--- src/rtl/ad9228_lane_emulator.sv ---
// Transmit-side model of one AD9228 LVDS lane: FIFO-fed 12-bit samples (or built-in
// test patterns) serialized MSB first with matching frame clock and bit-rate data clock.
module ad9228_lane_emulator #(
  parameter int DATA_WIDTH    = 12,
  parameter int FCO_HIGH_BITS = DATA_WIDTH / 2,
  parameter int FIFO_DEPTH    = 4
) (
  input  logic                  clk,
  input  logic                  rst,
  input  logic [DATA_WIDTH-1:0] s_data,
  input  logic                  s_valid,
  output logic                  s_ready,
  input  logic                  enable,
  input  logic [1:0]            test_mode,
  input  logic                  dco_phase,
  output logic                  dout,
  output logic                  fco,
  output logic                  dco,
  output logic                  frame_start,
  output logic                  underflow,
  output logic [15:0]           frame_count
);

  localparam int CW = $clog2(DATA_WIDTH);
  localparam int AW = (FIFO_DEPTH > 1) ? $clog2(FIFO_DEPTH) : 1;
  localparam int NW = $clog2(FIFO_DEPTH + 1);

  localparam logic [CW-1:0] LAST_BIT = CW'(DATA_WIDTH - 1);
  localparam logic [CW-1:0] FCO_LIM  = CW'(FCO_HIGH_BITS);
  localparam logic [NW-1:0] FULL_CNT = NW'(FIFO_DEPTH);

  localparam logic [DATA_WIDTH-1:0] MIDSCALE = {1'b1, {(DATA_WIDTH-1){1'b0}}};
  localparam logic [DATA_WIDTH-1:0] PAT_A    = DATA_WIDTH'({(DATA_WIDTH/2){2'b10}});
  localparam logic [DATA_WIDTH-1:0] PAT_B    = ~PAT_A;

  typedef enum logic {IDLE, RUN} state_e;
  typedef enum logic [1:0] {TM_NORMAL = 2'b00, TM_MID = 2'b01,
                            TM_CHECK  = 2'b10, TM_RAMP = 2'b11} test_mode_e;

  state_e                state_q, state_d;
  logic [CW-1:0]         bit_cnt_q, bit_cnt_d;
  logic                  load;

  logic [DATA_WIDTH-1:0] word_q, word_d;
  logic [DATA_WIDTH-1:0] ramp_q, ramp_d;
  logic                  cb_q, cb_d;
  logic                  phase_q, phase_d;
  logic                  underflow_q, underflow_d;

  logic [DATA_WIDTH-1:0] mem [FIFO_DEPTH];
  logic [AW-1:0]         rd_ptr_q, wr_ptr_q;
  logic [NW-1:0]         count_q, count_d;
  logic                  push, pop, fifo_empty;
  logic                  s_ready_q;

  logic                  dout_q, dout_d;
  logic                  fco_q, fco_d;
  logic                  dco_q, dco_d;
  logic                  fs_q, fs_d;
  logic [15:0]           frame_count_q, frame_count_d;
  logic [CW-1:0]         bit_idx;

  assign fifo_empty = (count_q == '0);
  assign push       = s_valid && s_ready_q;
  assign count_d    = count_q + NW'(push) - NW'(pop);

  // NOTE: sequential state uses non-blocking assignments so every register samples
  // pre-edge values regardless of process ordering.
  always_ff @(posedge clk) begin
    if (rst) begin
      state_q       <= IDLE;
      bit_cnt_q     <= '0;
      word_q        <= '0;
      ramp_q        <= '0;
      cb_q          <= 1'b0;
      phase_q       <= 1'b0;
      underflow_q   <= 1'b0;
      rd_ptr_q      <= '0;
      wr_ptr_q      <= '0;
      count_q       <= '0;
      s_ready_q     <= 1'b0;
      dout_q        <= 1'b0;
      fco_q         <= 1'b0;
      dco_q         <= 1'b0;
      fs_q          <= 1'b0;
      frame_count_q <= '0;
    end else begin
      state_q       <= state_d;
      bit_cnt_q     <= bit_cnt_d;
      word_q        <= word_d;
      ramp_q        <= ramp_d;
      cb_q          <= cb_d;
      phase_q       <= phase_d;
      underflow_q   <= underflow_d;
      rd_ptr_q      <= pop  ? rd_ptr_q + 1'b1 : rd_ptr_q;
      wr_ptr_q      <= push ? wr_ptr_q + 1'b1 : wr_ptr_q;
      count_q       <= count_d;
      s_ready_q     <= (count_d != FULL_CNT);
      dout_q        <= dout_d;
      fco_q         <= fco_d;
      dco_q         <= dco_d;
      fs_q          <= fs_d;
      frame_count_q <= frame_count_d;
    end
  end

  // NOTE: sample storage carries no reset; occupancy is tracked by the pointers and
  // count, so stale contents are never observed and the array can map to plain RAM.
  always_ff @(posedge clk) begin
    if (push) mem[wr_ptr_q] <= s_data;
  end

  // NOTE: every combinational output gets a default first so no path infers a latch.
  always_comb begin
    state_d   = state_q;
    bit_cnt_d = bit_cnt_q;
    load      = 1'b0;
    case (state_q)
      IDLE: begin
        if (enable) begin
          load      = 1'b1;
          state_d   = RUN;
          bit_cnt_d = '0;
        end
      end
      RUN: begin
        if (bit_cnt_q == LAST_BIT) begin
          bit_cnt_d = '0;
          if (enable) load    = 1'b1;
          else        state_d = IDLE;
        end else begin
          bit_cnt_d = bit_cnt_q + 1'b1;
        end
      end
      default: state_d = IDLE;
    endcase
  end

  // Frame word selection; test_mode and dco_phase only matter at a load.
  always_comb begin
    word_d      = word_q;
    ramp_d      = ramp_q;
    cb_d        = cb_q;
    phase_d     = phase_q;
    underflow_d = underflow_q;
    pop         = 1'b0;
    if (load) begin
      phase_d = dco_phase;
      case (test_mode_e'(test_mode))
        TM_NORMAL: begin
          if (fifo_empty) begin
            underflow_d = 1'b1;
          end else begin
            pop    = 1'b1;
            word_d = mem[rd_ptr_q];
          end
        end
        TM_MID:   word_d = MIDSCALE;
        TM_CHECK: begin
          word_d = cb_q ? PAT_B : PAT_A;
          cb_d   = ~cb_q;
        end
        TM_RAMP: begin
          word_d = ramp_q;
          ramp_d = ramp_q + 1'b1;
        end
        default: word_d = word_q;
      endcase
    end
  end

  // Outputs are registered from next-state values so the MSB leaves the cycle after a load.
  always_comb begin
    dout_d        = 1'b0;
    fco_d         = 1'b0;
    dco_d         = 1'b0;
    fs_d          = 1'b0;
    frame_count_d = frame_count_q;
    bit_idx       = LAST_BIT - bit_cnt_d;
    if (state_d == RUN) begin
      dout_d = word_d[bit_idx];
      fco_d  = (bit_cnt_d < FCO_LIM);
      dco_d  = ~(bit_cnt_d[0] ^ phase_d);
      fs_d   = (bit_cnt_d == '0);
    end
    if (load) frame_count_d = frame_count_q + 16'd1;
  end

  assign s_ready     = s_ready_q;
  assign dout        = dout_q;
  assign fco         = fco_q;
  assign dco         = dco_q;
  assign frame_start = fs_q;
  assign underflow   = underflow_q;
  assign frame_count = frame_count_q;

endmodule

--- config.mk ---
export PLATFORM = sky130hd
export DESIGN_NAME = ad9228_lane_emulator
export DESIGN_NICKNAME = d
export VERILOG_FILES = /design/src/rtl/ad9228_lane_emulator.sv
export SDC_FILE = /design/constraint.sdc
export NUM_CORES = 1
export LEC_CHECK = 0
export CAP_MARGIN = 5
export CORE_MARGIN = 2
export CORE_UTILIZATION = 35
export DETAILED_ROUTE_END_ITERATION = 8
export GPL_TIMING_DRIVEN = 0
export PLACE_DENSITY = 0.64
export SLEW_MARGIN = 25
export SYNTH_ARGS = -nofsm -noshare
export SYNTH_HDL_FRONTEND = slang
export SYNTH_SLANG_ARGS = --single-unit
--- constraint.sdc ---
create_clock -name clk -period 3.6 [get_ports clk]
set_input_delay 0.54 -clock clk [delete_from_list [all_inputs] [get_ports clk]]
set_output_delay 0.54 -clock clk [all_outputs]
set_load 0.01 [all_outputs]
Yosys cells after proc, flatten, opt, wreduce, memory -nomap -nowiden
Memory sizes are Yosys's and may differ from the RTL's. A register that Yosys moved wholly into a read port is not among the register bits.
Cells that the tools add are included.
- add/subtract/negate cells: 8
- reductions and logical operators: 8
- bitwise operators: 5
- $lt $le $gt $ge: 2
- shift-type cells: 0
- divide/modulo/power cells: 0
- eq/ne operators: 5
- muxes and demuxes: 22
- $mul: 0
- operators by type and width (operator ; count):
    12-bit case mux with 4 select lines ; 1
    12-bit two-way mux ; 3
    16-bit by 1-bit adder with 16-bit output (second input constant) ; 1
    12-bit by 1-bit adder with 12-bit output (second input constant) ; 1
    1-bit two-way mux ; 10
    4-bit two-way mux ; 2
    4-bit case mux with 2 select lines ; 1
    4-bit by 5-bit less-than comparator with 1-bit output (second input constant) ; 1
    2-bit by 1-bit adder with 2-bit output (second input constant) ; 2
    4-bit by 1-bit adder with 4-bit output (second input constant) ; 1
    1-bit binary-select mux with 4-bit select ; 1
    2-bit equality test (second input constant) ; 2
    4-bit equality test (second input constant) ; 1
    4-bit logical NOT ; 1
    4-bit by 3-bit less-than comparator with 1-bit output (second input constant) ; 1
    2-bit two-way mux ; 2
    1-bit NOT ; 4
    1-bit case mux with 2 select lines ; 2
    2-bit AND reduction ; 2
    4-bit subtractor (first input constant) ; 1
    3-bit by 1-bit adder with 3-bit output ; 1
    3-bit logical NOT ; 1
    3-bit != test (second input constant) ; 1
    3-bit AND reduction ; 1
    6 further kinds ; 6
- ROM bits: 0
- memory bits (writable): 48
- bits in latches: 0
- output and inout bits: 22
- word-level logic and storage cells: 67
- bits in registers: 60
- memories: 1
- bits of input ports: 19
- memory list (name ; depth ; bits a word ; rd ports ; clocked after Yosys merged registers in ; wr ports ; line ; text):
    mem ; 4 ; 12 ; 1 ; 1 ; 1 ; 50 ; logic [DATA_WIDTH-1:0] mem [FIFO_DEPTH];

Logic depth before layout (Yosys ltp)
Gate-level depths: netlist of the first run.
- depth after elaboration: 6
- depth in mapped cells: 14
- gate-level depth less buffers: 13

Least setup slack after synthesis of the first run
No wires, ideal clock.
- kind: input -> register
- start: input test_mode[1]
- end: register s_ready_q, in the netlist s_ready
- path slack: 0.875 ns
- arrival: 2.598 ns
- stages on the path: 13
- setup time: 0.128 ns
- cell sequence: buf_2 > nor2_1 > o2111ai_4 > inv_4 > ha_1 > inv_1 > ha_1 > inv_1 > fa_1 > xor2_1 > xnor2_1 > nor3b_1 > nor2_1
- longest elaborated chain between the ends: 5
- ends and longest elaborated chain (element ; line ; text):
    start: declaration ; 14 ; input logic [1:0] test_mode,
    2-bit logical NOT ; 149 ; case (test_mode_e'(test_mode))
    1-bit two-way mux ; 149 ;
    1-bit two-way mux ; 147 ; if (load) begin
    net pop ; 53 ; logic push, pop, fifo_empty;
    3-bit by 1-bit subtractor with 3-bit output ; 65 ; assign count_d = count_q + NW'(push) - NW'(pop);
    3-bit != test ; 98 ; s_ready_q <= (count_d != FULL_CNT);
    end signal: assignment ; 98 ;
    end: declaration ; 54 ; logic s_ready_q;
The timed path passes the listed nets, and every way through them passes these cells.
A chain may end at the register's enable or synchronous reset.

Worst setup path after layout of the first run
Ends and elaborated chain as after synthesis.

==> flow_summary.ini, run 1 <==
[sta]
worst_pin_slew_ns = 0.7380
setup_violations = 0
worst_slack_ns = 0.4340
maxSlewViolCount = 0
max_slew_margin = 0.5062
fin_crit_sh = 0.8794
hold_viol_final = 0
tns_ns = 0
fmax_ghz = 0.3159
rsz0062_at_grt = false
fin_crit_ns = 3.166
finalClockSkew_ns = 0.009422

[min_path]
min-delay-start = frame_count[15]
hold_path.class = reg -> reg

[synthesis]
yosys_warnings = 0
netlist.area_leader.share = 0.3024
syn_nets = 448
synth-edff-count = 48
synthSimpleGateAreaFrac = 0.1507
postSynthAreaPerCell_um2 = 11.43
synth_xor_area_frac = 0.04962
synth.ff_latch_count = 110
syn_inst = 417
async_flop_share = 0
synth-compound-area-share = 0.1142
synth_top_area_cell = edfxtp_1
synth_top_family_by_area = simple AND/OR/NAND/NOR gates
synth.cell_area_um2 = 4766
ys_top_cells_by_area = edfxtp_1, dfxtp_1, mux4_2
synthAdderAreaFrac = 0.03308
muxShareOfSynthArea = 0.06301
ys.flop_type = dfxtp_1
ys_types = 58
ys_seq_area_frac = 0.5629

[placed_design]
place_inst = 632
place_hpwl_um = 7280
port_buffers = 39
dp_slack_ns = 0.06239
placed_area_um2 = 5376
globalplace.congestion = 0.8543

[clock_network]
cts_made_buffers = 9
cts_max_path_buffers = 2
clock_latency_ns = 0.35
clkTransAtPathRegs_ns = 0.07
ctsResizeCount = 0
htree_levels = 3
cts_sinks = 110
hold_buffers = 0
cts_setup_buffers = 0
cts_tree = built
cts-root-buf = clkbuf_16

[routing]
first_iter_violations = 147
avgViaCountPerCell = 5.131
dr.pass1.iters = 4
num_vias = 3325
drt_drc_violations_left = 0
wire_per_inst_um = 15.37
routed_wl_um = 9957
antenna_left = 0

[floorplanning]
start_util = 0.3585
die_h_um = 120.7
die-width_um = 120.7
io_pins = 41
rows = 42
die_area_um2 = 14570
core-area_um2 = 13300

[worst_setup_path]
crit_slowest_cell = clkdlybuf4s50_1
critical_path.max_fanout = 10
setup.worst_path.end_class = flop
cp-start-kind = input port
path_buf_inv = 5
r2r_start = bit_cnt_q[0]
reg2reg_slack_ns = 0.71
crit_path_cell_trace = clkdlybuf4s50_1 -> buf_2 -> nor2_1 -> o2111ai_4 -> inv_4 -> ha_1 -> inv_1 -> ha_1 -> inv_1 -> fa_1 -> xor2_1 -> xnor2_1 -> nor3b_1 -> nor2_1
path_delay_family = buffers and inverters
worstSetupPathType = in -> reg
max_stage_delay_ns = 0.43
cp.required_ns = 3.81
cp-startpoint = test_mode[1]
critPathArrivalTime_ns = 3.38

[power_and_ir_drop]
peakVddDrop_mv = 0.3127
p_leak_nw = 1.953
power_per_cell_area_nw_per_um2 = 494.4
p_total_mw = 2.809

[finish]
fill_cells = 1249
finalInstanceArea_um2 = 5682
area_delta_synth_final_pct = 19.22
diodes = 0
finalNonFillerCells = 648
drive_above_1_share = 0.09534
num-nets-final = 498

[grt]
grt_pass1_vias = 3309
grt_overflow = 0
grt_max_degree = 20
grt_usage = 0.1437
grt_antenna_before_repair = 0
grt_pass1_wl_um = 16300

[run_status]
outcome = complete, no violations

[run]
maxCapViolations = 0
-- stage by stage --
stage                 util  hold WS (ns)
detailed placement  0.4044        0.4739
finish              0.4273        0.4929
global placement    0.4044        0.4692
global route        0.4273        0.5225
CTS                 0.4273        0.4918
floorplan                -        0.4540
-- cell families after synthesis --
kind of cell / after synthesis
compound gates: 75
xor+xnor: 27
fa+ha+maj: 12
buf+inv: 27
flops: 110
mux: 15
simple gates: 151
-- registers in the layout, summed over array words and instances, names as in the netlist, named ones only --
register     flops
bit_cnt_q        4
cb_q             1
count_q          3
dco              1
dout             1
fco              1
frame_count     16
frame_start      1
mem             48
phase_q          1
ramp_q          12
rd_ptr_q         2
s_ready          1
state_q          1
underflow        1
word_q          12
wr_ptr_q         2
-- report_power, final --
| group | internal [mW] | switching, mW |
|---|---|---|
| combinational | 0.162 | 0.215 |
| sequential | 1.38 | 0.0394 |
| clock | 0.553 | 0.460 |
| total | 2.09 | 0.715 |
-- layer usage --
| metal | GRT usage | vias up | wire length (um) |
|---|---|---|---|
| met4 | 0.04070 | 0 | 150 |
| li1 | - | 1627 | - |
| met5 | 0 | - | 0 |
| met3 | 0.03774 | 14 | 623 |
| met1 | 0.1766 | 1583 | 4400 |
| met2 | 0.2486 | 101 | 4782 |
-- cells in the mapped netlist, drive strengths merged, types with 2 or more instances --
master	n
a211oi	4
a21o	4
a21oi	26
a221oi	3
a222oi	2
a22o	2
a22oi	3
a2bb2oi	2
a31oi	2
and3	9
and4	2
buf	9
clkbuf	7
dfxtp	62
edfxtp	48
ha	11
inv	11
mux2i	3
mux4	12
nand2	34
nand2b	3
nand3	10
nand4	7
nor2	61
nor2b	3
nor3	3
nor3b	2
nor4	2
o2111ai	5
o211ai	3
o21ai	10
o221ai	3
o2bb2ai	3
or2	2
or3	8
xnor2	10
xor2	17
-- worst register-to-register path, stage by stage (launching register included) --
cell and delay, ns:
dfxtp_1 0.35, ha_1 0.27, and3b_1 0.20, buf_6 0.13
o2111ai_4 0.24, inv_4 0.10, ha_1 0.30, inv_1 0.06
ha_1 0.13, inv_1 0.04, fa_1 0.38, xor2_1 0.17
xnor2_1 0.15, nor3b_1 0.19, nor2_1 0.06
-- final cells by class --
type,count,area [um2],share of cell area
inverter,11,43.79,0.007708
sequential,110,2683,0.4721
multi-input combinational,280,1957,0.3444
clock inverter,6,76.32,0.01343
clock buffer,10,229.0,0.04030
buffer,16,82.58,0.01453
tap,176,220.2,0.03876
timing repair buffer,39,390.4,0.06871
-- final timing paths --
check | end | cells past startpoint
max | s_ready | 14
min | frame_count[15] | 2
max reg2reg | s_ready | 14
min reg2reg | frame_count[15] | 2
-- layout by cell type, fill, tap and decap left out, drive strengths merged, types with 3 or more instances in the layout --
master,instances
xor2,17
nand2b,3
o2bb2ai,3
and3,9
dfxtp,62
mux4,12
a21oi,26
ha,11
mux2i,3
buf,9
nand2,34
nor2b,3
nand4,7
inv,14
clkdlybuf4s50,39
clkbuf,17
a22oi,3
a211oi,4
xnor2,10
o211ai,3
nand3,10
o21ai,10
a221oi,3
nor2,61
edfxtp,48
a21o,4
nor3,3
or3,8
o221ai,3
o2111ai,5
Power figures use the tool's default switching activity.
==> inputs of run 2 (changes only) <==
--- a/config.mk
+++ b/config.mk
@@ -11,6 +11,7 @@
 export DETAILED_ROUTE_END_ITERATION = 8
 export GPL_TIMING_DRIVEN = 0
 export PLACE_DENSITY = 0.64
+export SKIP_CTS_REPAIR_TIMING = 1
 export SLEW_MARGIN = 25
 export SYNTH_ARGS = -nofsm -noshare
 export SYNTH_HDL_FRONTEND = slang
==> results of run 2 <==
Final layout, timing and power as in run 1 (identical DEF).
